--- src/rtl/vga_pattern_gen.sv ---
// VGA timing and test-pattern generator: pixel-enable divider, h/v timing
// counters, four selectable patterns and a bouncing box. All outputs are
// registered on the pixel enable so colour, sync, blank and col/row line up.
module vga_pattern_gen #(
  parameter int CLK_DIV  = 4,
  parameter int H_ACTIVE = 640,
  parameter int H_FP     = 16,
  parameter int H_SYNC   = 96,
  parameter int H_BP     = 48,
  parameter int V_ACTIVE = 480,
  parameter int V_FP     = 10,
  parameter int V_SYNC   = 2,
  parameter int V_BP     = 33,
  parameter int COLOR_W  = 4,
  parameter int BOX_SIZE = 32
) (
  input  logic               clk,
  input  logic               rst_L,
  input  logic [1:0]         mode,
  output logic [COLOR_W-1:0] VGA_R,
  output logic [COLOR_W-1:0] VGA_G,
  output logic [COLOR_W-1:0] VGA_B,
  output logic               VGA_HS,
  output logic               VGA_VS,
  output logic [9:0]         col,
  output logic [9:0]         row,
  output logic               blank,
  output logic               frame_start,
  output logic [15:0]        frame_cnt
);

  localparam int H_TOTAL = H_ACTIVE + H_FP + H_SYNC + H_BP;
  localparam int V_TOTAL = V_ACTIVE + V_FP + V_SYNC + V_BP;
  localparam int DIV_W   = (CLK_DIV > 1) ? $clog2(CLK_DIV) : 1;
  localparam int GW      = 10 + COLOR_W;

  localparam logic [DIV_W-1:0]   DIV_LAST = DIV_W'(CLK_DIV - 1);
  localparam logic [9:0]         H_LAST   = 10'(H_TOTAL - 1);
  localparam logic [9:0]         V_LAST   = 10'(V_TOTAL - 1);
  localparam logic [9:0]         H_ACT    = 10'(H_ACTIVE);
  localparam logic [9:0]         V_ACT    = 10'(V_ACTIVE);
  localparam logic [9:0]         HS_START = 10'(H_ACTIVE + H_FP);
  localparam logic [9:0]         HS_END   = 10'(H_ACTIVE + H_FP + H_SYNC);
  localparam logic [9:0]         VS_START = 10'(V_ACTIVE + V_FP);
  localparam logic [9:0]         VS_END   = 10'(V_ACTIVE + V_FP + V_SYNC);
  localparam logic [9:0]         BAR_W    = 10'(H_ACTIVE / 8);
  localparam logic [9:0]         X_MAX    = 10'(H_ACTIVE - BOX_SIZE);
  localparam logic [9:0]         Y_MAX    = 10'(V_ACTIVE - BOX_SIZE);
  localparam logic [9:0]         BOX_W    = 10'(BOX_SIZE);
  localparam logic [GW-1:0]      GRAD_DIV = GW'(H_ACTIVE);
  localparam logic [COLOR_W-1:0] MAX      = '1;

  logic [DIV_W-1:0]   div_cnt;
  logic               pix_en;
  logic [9:0]         h_cnt;
  logic [9:0]         v_cnt;
  logic               h_wrap;
  logic               frame_wrap;
  logic [1:0]         mode_q;
  logic [9:0]         box_x;
  logic [9:0]         box_y;
  logic               dir_x;
  logic               dir_y;
  logic               active;
  logic               in_box;
  logic [2:0]         bar_idx;
  logic [COLOR_W-1:0] grad;
  logic [COLOR_W-1:0] pat_r;
  logic [COLOR_W-1:0] pat_g;
  logic [COLOR_W-1:0] pat_b;

  assign pix_en     = (div_cnt == DIV_LAST);
  assign h_wrap     = (h_cnt == H_LAST);
  assign frame_wrap = pix_en && h_wrap && (v_cnt == V_LAST);
  assign active     = (h_cnt < H_ACT) && (v_cnt < V_ACT);

  // Divider producing one pixel enable every CLK_DIV system clocks.
  always_ff @(posedge clk or negedge rst_L) begin
    if (!rst_L)      div_cnt <= '0;
    else if (pix_en) div_cnt <= '0;
    else             div_cnt <= div_cnt + DIV_W'(1);
  end

  // Horizontal and vertical timing counters, advanced on the pixel enable.
  always_ff @(posedge clk or negedge rst_L) begin
    if (!rst_L) begin
      h_cnt <= '0;
      v_cnt <= '0;
    end else if (pix_en) begin
      if (h_wrap) begin
        h_cnt <= '0;
        v_cnt <= (v_cnt == V_LAST) ? 10'd0 : v_cnt + 10'd1;
      end else begin
        h_cnt <= h_cnt + 10'd1;
      end
    end
  end

  // Frame-boundary bookkeeping: pattern select, frame counter and start pulse.
  always_ff @(posedge clk or negedge rst_L) begin
    if (!rst_L) begin
      mode_q      <= '0;
      frame_cnt   <= '0;
      frame_start <= 1'b0;
    end else begin
      frame_start <= frame_wrap;
      if (frame_wrap) begin
        mode_q    <= mode;
        frame_cnt <= frame_cnt + 16'd1;
      end
    end
  end

  // Bouncing box: one step per frame per axis, reversing at either edge.
  always_ff @(posedge clk or negedge rst_L) begin
    if (!rst_L) begin
      box_x <= '0;
      box_y <= '0;
      dir_x <= 1'b1;
      dir_y <= 1'b1;
    end else if (frame_wrap) begin
      if (dir_x) begin
        if (box_x == X_MAX) begin
          dir_x <= 1'b0;
          box_x <= box_x - 10'd1;
        end else begin
          box_x <= box_x + 10'd1;
        end
      end else if (box_x == 10'd0) begin
        dir_x <= 1'b1;
        box_x <= box_x + 10'd1;
      end else begin
        box_x <= box_x - 10'd1;
      end
      if (dir_y) begin
        if (box_y == Y_MAX) begin
          dir_y <= 1'b0;
          box_y <= box_y - 10'd1;
        end else begin
          box_y <= box_y + 10'd1;
        end
      end else if (box_y == 10'd0) begin
        dir_y <= 1'b1;
        box_y <= box_y + 10'd1;
      end else begin
        box_y <= box_y - 10'd1;
      end
    end
  end

  // Pattern colour for the current counter position under the latched mode.
  always_comb begin
    pat_r   = '0;
    pat_g   = '0;
    pat_b   = '0;
    bar_idx = 3'(h_cnt / BAR_W);
    grad    = COLOR_W'({h_cnt, {COLOR_W{1'b0}}} / GRAD_DIV);
    in_box  = (h_cnt >= box_x) && (h_cnt < box_x + BOX_W) &&
              (v_cnt >= box_y) && (v_cnt < box_y + BOX_W);
    case (mode_q)
      2'd0: begin
        pat_r = {COLOR_W{bar_idx[2]}};
        pat_g = {COLOR_W{bar_idx[1]}};
        pat_b = {COLOR_W{bar_idx[0]}};
      end
      2'd1: begin
        if (h_cnt[5] ^ v_cnt[5]) begin
          pat_r = MAX;
          pat_g = MAX;
          pat_b = MAX;
        end
      end
      2'd2: begin
        pat_r = grad;
        pat_g = grad;
        pat_b = grad;
      end
      default: begin
        pat_b = MAX;
        if (in_box) begin
          pat_r = MAX;
          pat_g = MAX;
        end
      end
    endcase
  end

  // Output register: loads the pre-increment pixel so everything stays aligned.
  always_ff @(posedge clk or negedge rst_L) begin
    if (!rst_L) begin
      col    <= '0;
      row    <= '0;
      VGA_R  <= '0;
      VGA_G  <= '0;
      VGA_B  <= '0;
      VGA_HS <= 1'b1;
      VGA_VS <= 1'b1;
      blank  <= 1'b0;
    end else if (pix_en) begin
      col    <= h_cnt;
      row    <= v_cnt;
      VGA_R  <= active ? pat_r : '0;
      VGA_G  <= active ? pat_g : '0;
      VGA_B  <= active ? pat_b : '0;
      VGA_HS <= !((h_cnt >= HS_START) && (h_cnt < HS_END));
      VGA_VS <= !((v_cnt >= VS_START) && (v_cnt < VS_END));
      blank  <= !active;
    end
  end

endmodule

--- config.mk ---
export PLATFORM = sky130hd
export DESIGN_NAME = vga_pattern_gen
export DESIGN_NICKNAME = d
export VERILOG_FILES = /design/src/rtl/vga_pattern_gen.sv
export SDC_FILE = /design/constraint.sdc
export NUM_CORES = 1
export LEC_CHECK = 0
export BUFFER_PORTS_ARGS = -buffer_cell sky130_fd_sc_hd__buf_2
export CORE_AREA = 2 2 120 122
export DETAILED_ROUTE_END_ITERATION = 10
export DIE_AREA = 0 0 122 124
export HOLD_SLACK_MARGIN = 0.05
export PLACE_DENSITY = 0.67
export SYNTH_ARGS = -nofsm -noshare
export SYNTH_HDL_FRONTEND = slang
export SYNTH_SLANG_ARGS = --single-unit
--- constraint.sdc ---
create_clock -name clk -period 5.6 [get_ports clk]
set_input_delay 0.28 -clock clk [delete_from_list [all_inputs] [get_ports clk]]
set_output_delay 0.28 -clock clk [all_outputs]
set_load 0.01 [all_outputs]
==> results.md, run 1 <==
* Via count at 5,744
* Fin Clk Skew at 0.01055 ns
* CTS buffer count at 9
* GRT Resource Usage Total at 0.2297
* Pwr Density at 188.6 mW/mm²
* Routed wire length at 16.68 mm
* CP Class: flip-flop to flip-flop
* Data arrival time of the critical path at 3.95 ns
* Netlist cell types at 77
* Crit-path slowest cell: nor3b_2
* DRC Markers at 0
* Critical Path RT at 5.81 ns
* Worst-path clk slew at 0.07 ns
* Warnings from Yosys at 0
* Die Area at 0.01513 mm²
* Crit-path cells: inv_1 > ha_1 > nor3b_2 > nand2_1 > o221ai_2 > a211oi_4 > and4bb_2 > nor3_1 > o21bai_1 > and2_1 > a211oi_1 > o22ai_1
* GR Overflow Total at 0
* Gpl congestion at 0.9160
* Synth Cell Area at 0.006766 mm²
* Worst path max stage delay at 0.70 ns
* Core area at 0.01372 mm²
* Hold Fails Final Rpt at 0
* Peak Freq at 0.2678 GHz
* Worst Hold End: mode_q[0]
* Initial Utilization at 0.4932
* Nets at 821
* Diodes inserted at 0
* Main synth FF type: dfrtp_1
* Die Width at 122 µm
* Syn nets at 786
* Reg2reg end: VGA_B[1]
* EDFF count, synth at 0
* Final ANT Viol Nets at 0
* Hold depth at 3
* Endpoint class of the critical path: flip-flop
* Clock Latency Late Sink at 0.36 ns
* Cells after Synth at 737
* Max Slew Vio Count at 0
* Total of max-cap violations at 0
* Clock root buffer: clkbuf_16
* CTS tree: done
* Origin of the critical flop-to-flop path: h_cnt[1]
* # fillers at 1,254
* RSZ-0062 raised after global routing: no
* Crit-path max FO at 13
* Area growth from synthesis to layout at 8.968%
* Outcome: finished, final reports clean
* Sequential area share after synthesis at 0.3632
* Clock Tree Buf Depth at 2
* Hold WC Path Type: input pin to flip-flop
* CTS H-Tree Depth at 3
* Port bufs at 55
* Initial DRC count at 595
* Setup total negative slack at 0 ns
* Slew @ Worst Pin at 0.9426 ns
* Worst relative slew slack at 0.3634
* FF-to-FF setup slack at 1.87 ns
* Clock sink count at 98
* First-pass GRT wire length at 27.48 mm
* Largest net degree at the start of global routing at 59
* Via/cell ratio at 6.002
* Hold_sp: mode[0]
* Number of global-route vias before repair at 5,544
* Post-DR wirelength/cell at 17.43 µm
* I/O pins at 56
* PostCTS Resize Cnt at 0
* Reg2Reg Depth at 12
* Syn avg cell area at 9.181 µm²
* Layout cell share with drive strength beyond 1 at 0.1737
* Die height at 124 µm
* Final-report setup violation count at 0
* Yosys reg bits at 98
* Multi-input logic area at 0.003832 mm²
* Drt pass-1 iters at 6
* Tot Pwr at 1.391 mW
* Peak VDD IR at 0.1928 mV
* Pleak at 3.413 nW
* Final Critical Period at 3.735 ns
* Final period util at 0.6669
* Reg area at 0.002457 mm²
* # rows at 43
* CP startpoint kind: flip-flop
* Initial antenna violation count at 0
* HPWL Detailed at 11.84 mm
* Ys async rst share at 1.000
metrics by stage:
stage	instance area (µm²)	cells	utilization	hold WS [ns]	setup WS (ns)
3_3_place_gp	7044	940	0.5135	0.3049	2.080
4_1_cts	7373	957	0.5374	0.1177	1.911
3_5_place_dp	7044	940	0.5135	0.3145	1.980
5_1_grt	7373	957	0.5374	0.1424	1.476
6_report	7373	957	0.5374	0.1270	1.865
2_1_floorplan	6766	737	-	-0.01559	2.534
Yosys cell counts (4+ instances only):
library cell | number | area share
a22oi_1 | 4 | 0.0044
a21o_1 | 8 | 0.0089
or3_1 | 4 | 0.0037
and2_1 | 4 | 0.0037
or2_2 | 6 | 0.0055
o221ai_1 | 5 | 0.0065
nand4_1 | 16 | 0.015
buf_2 | 5 | 0.0037
inv_1 | 53 | 0.029
nor3b_1 | 4 | 0.0044
a21oi_1 | 33 | 0.024
a211oi_1 | 6 | 0.0067
nor3_1 | 19 | 0.014
mux2i_1 | 5 | 0.0074
nor2b_1 | 8 | 0.0074
xnor2_1 | 41 | 0.053
a31oi_1 | 7 | 0.0065
o21a_1 | 12 | 0.013
o31ai_1 | 4 | 0.0044
nand3_1 | 32 | 0.024
nand2_1 | 61 | 0.034
o21ai_0 | 37 | 0.027
xor2_1 | 12 | 0.016
nand2b_1 | 4 | 0.0037
dfrtp_1 | 94 | 0.35
nor2_1 | 52 | 0.029
buf_6 | 8 | 0.013
clkbuf_8 | 6 | 0.012
o22ai_1 | 14 | 0.013
o41ai_1 | 5 | 0.0065
clkbuf_1 | 17 | 0.0094
nor4_1 | 7 | 0.0065
dfstp_2 | 4 | 0.016
mux2_2 | 20 | 0.033
and3_1 | 12 | 0.011
ha_1 | 45 | 0.083
cell usage in the layout, fill, tap and decap left out, drive strengths merged, types with 7 or more instances in the layout:
master	instances
clkbuf	11
nand2	61
nand3	33
o21ai	37
ha	45
nand4	16
xnor2	41
mux2	20
a31oi	7
a211oi	7
nor3	19
inv	56
nor4	7
nor2b	8
and3	12
xor2	12
o21a	13
a21oi	34
a21o	8
buf	62
dfrtp	94
o22ai	14
o221ai	7
nor2	53
nor3b	7
critical path: cells and delay by family, from the launching register on:
family	cells	cell delay [ns]
flip-flops	1	0.47
adder cells (fa/ha/maj)	1	0.27
AND/OR/NAND/NOR	5	1.72
buffers and inverters	1	0.13
AO/OA/AOI/OAI	5	0.99
repair_timing:
item | 4_1_cts | 5_1_grt
buffers inserted | 0 | 0
hold endpoints to repair | 38 | 0
hold buffers | 1 | 0
cells by family (layout without fill, tap and decap cells):
group / Yosys count / in the layout / synth area share
AOI/OAI and AO/OA: 167 / 167 / 0.1712
xor gates and xnor gates: 53 / 53 / 0.06860
adders and majority gates: 45 / 45 / 0.08321
buffers and inverters: 92 / 132 / 0.07082
DFF: 98 / 98 / 0.3632
muxes: 25 / 25 / 0.04068
and+or+nand+nor: 257 / 257 / 0.2023
metal layers:
metal	up-vias	part of all wire	wire length (µm)	track usage
met5	-	0	0	0
met4	0	0.016	268	0.08261
met3	24	0.069	1157	0.03846
met2	255	0.46	7632	0.3596
met1	2758	0.46	7619	0.3215
li1	2707	-	-	-
state kept, by name (all words and copies together), names as in the netlist, 2 cells and up:
signal	cells
box_y	10
mode_q	2
col	10
VGA_G	4
h_cnt	10
v_cnt	10
box_x	10
frame_cnt	16
row	10
VGA_R	4
div_cnt	2
VGA_B	4
worst max path at each step:
stage	startpoint	depth (start not counted)	to
4_1_cts	h_cnt[1]	12	VGA_B[1]
5_1_grt	h_cnt[0]	12	VGA_B[1]
3_5_place_dp	h_cnt[1]	12	VGA_G[0]
2_1_floorplan	box_y[5]	13	VGA_R[0]
6_report	h_cnt[1]	12	VGA_B[1]
3_3_place_gp	h_cnt[1]	12	VGA_R[1]
where the power goes:
group / switching [mW] / internal [mW] / leakage, nW
clock: 0.290 / 0.377 / 0.155
combinational: 0.0143 / 0.00185 / 2.01
sequential: 0 / 0.707 / 1.25
total: 0.304 / 1.09 / 3.41
cell type report:
class                   instances  share of cell area
repair buffers                 63             0.04616
clock inverters                 5            0.008994
multi-input cells             547              0.5198
well taps                     180             0.03054
flip-flops and latches         98              0.3333
inverters                      53             0.02698
clock buffers                  11             0.03428
No activity file was read; power rests on OpenSTA's default activity.
==> run 2: changes to the inputs <==
- PLACE_DENSITY: 0.67 -> 0.7
- clock period: 5.6 -> 3.2 ns (I/O delays scaled with it)
==> results.md, run 2 (synthesis results as in run 1) <==
* Via count at 5,968
* GRT Resource Usage Total at 0.2455
* Fin Clk Skew at 0.006250 ns
* GR Overflow Total at 0
* Max Slew Vio Count at 0
* Clock Tree Buf Depth at 2
* Clock root buffer: clkbuf_16
* Final period util at 1.022
* I/O pins at 56
* Crit-path max FO at 6
* HPWL Detailed at 13.01 mm
* Hold Fails Final Rpt at 0
* Peak Freq at 0.3058 GHz
* Initial DRC count at 603
* First-pass GRT wire length at 29.26 mm
* Endpoint class of the critical path: flip-flop
* CTS buffer count at 9
* Combinational share of power at 0.013
* Data arrival time of the critical path at 3.54 ns
* CP Class: flip-flop to flip-flop
* RSZ-0062 raised after global routing: yes
* Pleak at 3.714 nW
* Layout cell share with drive strength beyond 1 at 0.2581
* Core area at 0.01372 mm²
* Most frequent cells in the layout: dfrtp_1, nand2_1, buf_4
* Setup total negative slack at -0.1881 ns
* Port bufs at 55
* Largest register by flop count: frame_cnt
* Die height at 124 µm
* CP startpoint kind: flip-flop
* FF-to-FF setup slack at -0.07 ns
* Most common cell after layout, fill and taps aside: dfrtp_1
* Violated checks: setup timing
* Area growth from synthesis to layout at 17.55%
* Worst-path clk slew at 0.07 ns
* Total of max-cap violations at 0
* Initial Utilization at 0.4932
* Peak VDD IR at 0.3353 mV
* Critical Path RT at 3.47 ns
* DRC Markers at 0
* Post-layout util at 0.5798
* Origin of the critical flop-to-flop path: h_cnt[1]
* Clock sink count at 98
* CTS H-Tree Depth at 3
* Fin worst setup slack at -0.07007 ns
* Gpl congestion at 0.9292
* Sw frac at 0.2219
* Clock Latency Late Sink at 0.36 ns
* CTS tree: done
* Final Critical Period at 3.270 ns
* Nets at 878
* Final-report setup violation count at 4
* Post-DR wirelength/cell at 17.72 µm
* Slew @ Worst Pin at 0.8017 ns
* Hold WC Path Type: input pin to asynchronous set/reset pin
* Power Internal at 1.850 mW
* Via/cell ratio at 5.891
* # rows at 43
* Final ANT Viol Nets at 0
* Clk pwr share at 0.466
* Final instance area at 0.007954 mm²
* Outcome: complete, but fails checks
* Sequential power share at 0.521
* Crit path from: h_cnt[1]
* Worst relative slew slack at 0.4655
* Die Width at 122 µm
* Initial antenna violation count at 0
* Number of global-route vias before repair at 5,769
* Pwr Density at 298.9 mW/mm²
* Drt pass-1 iters at 6
* NetSw at 0.5275 mW
* Max FFs per register at 16
* Routed wire length at 17.95 mm
* Post-DP Area at 0.007420 mm²
* Diodes inserted at 0
* Die Area at 0.01513 mm²
* Largest net degree at the start of global routing at 61
[run 2: critical path, cell delays in order (launching register included)]
cell      delay (ns)
dfrtp_1         0.37
inv_2           0.09
ha_4            0.18
nor4b_4         0.40
buf_6           0.18
nand2_1         0.10
o311ai_4        0.38
nor3b_2         0.09
o21a_4          0.22
o21a_1          0.19
or3_1           0.38
a32oi_2         0.26
o221ai_4        0.17
o221ai_2        0.16
[run 2: repair_timing]
| action | in CTS | in global routing |
|---|---|---|
| hold buffers | 3 | 0 |
| pin swaps | 0 | 12 |
| endpoints found under the hold margin | 56 | 0 |
| setup buffers | 1 | 3 |
| gates cloned | 0 | 1 |
| gates resized for setup | 3 | 35 |
| setup endpoints to repair | 3 | 10 |
[run 2: worst paths after layout]
check / endpoint / cells after the start
worst max-delay path: VGA_B[0] / 13
worst min-delay path: box_x[5] / 2
worst max register to register: VGA_B[0] / 13
worst min register to register: div_cnt[0] / 1
max in group asynchronous: VGA_R[2] / 3
min in group clk: div_cnt[0] / 1
[run 2: layout make-up]
cell class / count / area, µm²
repair buffers: 120 / 784.5
multi-input cells: 547 / 3991
clock inverters: 6 / 67.56
flip-flops and latches: 98 / 2461
clock buffers: 9 / 225.2
well taps: 180 / 225.2
inverters: 53 / 198.9
fillers: 1216 / 5766
[run 2: metrics by stage]
step	worst slack, ns	hold slack (ns)	instances	power, mW
3_5_place_dp	0.01112	0.3063	990	1.292
3_3_place_gp	0.1050	0.2970	990	1.292
2_1_floorplan	0.1341	-0.1356	737	1.262
6_report	-0.07007	0.4328	1013	2.377
4_1_cts	0.002610	0.4351	1009	2.398
5_1_grt	-0.2088	0.4560	1013	2.451
[run 2: routing by layer]
layer | routed length, µm | global-route usage | share of wire
met1 | 8282 | 0.3399 | 0.46
met5 | 0 | 0 | 0
met2 | 8358 | 0.3966 | 0.47
met4 | 285 | 0.07687 | 0.016
met3 | 1028 | 0.03892 | 0.057
[run 2: power by group through the flow]
stage | clock network [mW] | logic (mW) | registers (mW)
CTS | 1.13 | 0.0333 | 1.24
floorplan | 0 | 0.0000296 | 1.26
global placement | 0 | 0.0297 | 1.26
detailed placement | 0 | 0.0305 | 1.26
finish | 1.11 | 0.0310 | 1.24
global route | 1.18 | 0.0368 | 1.24
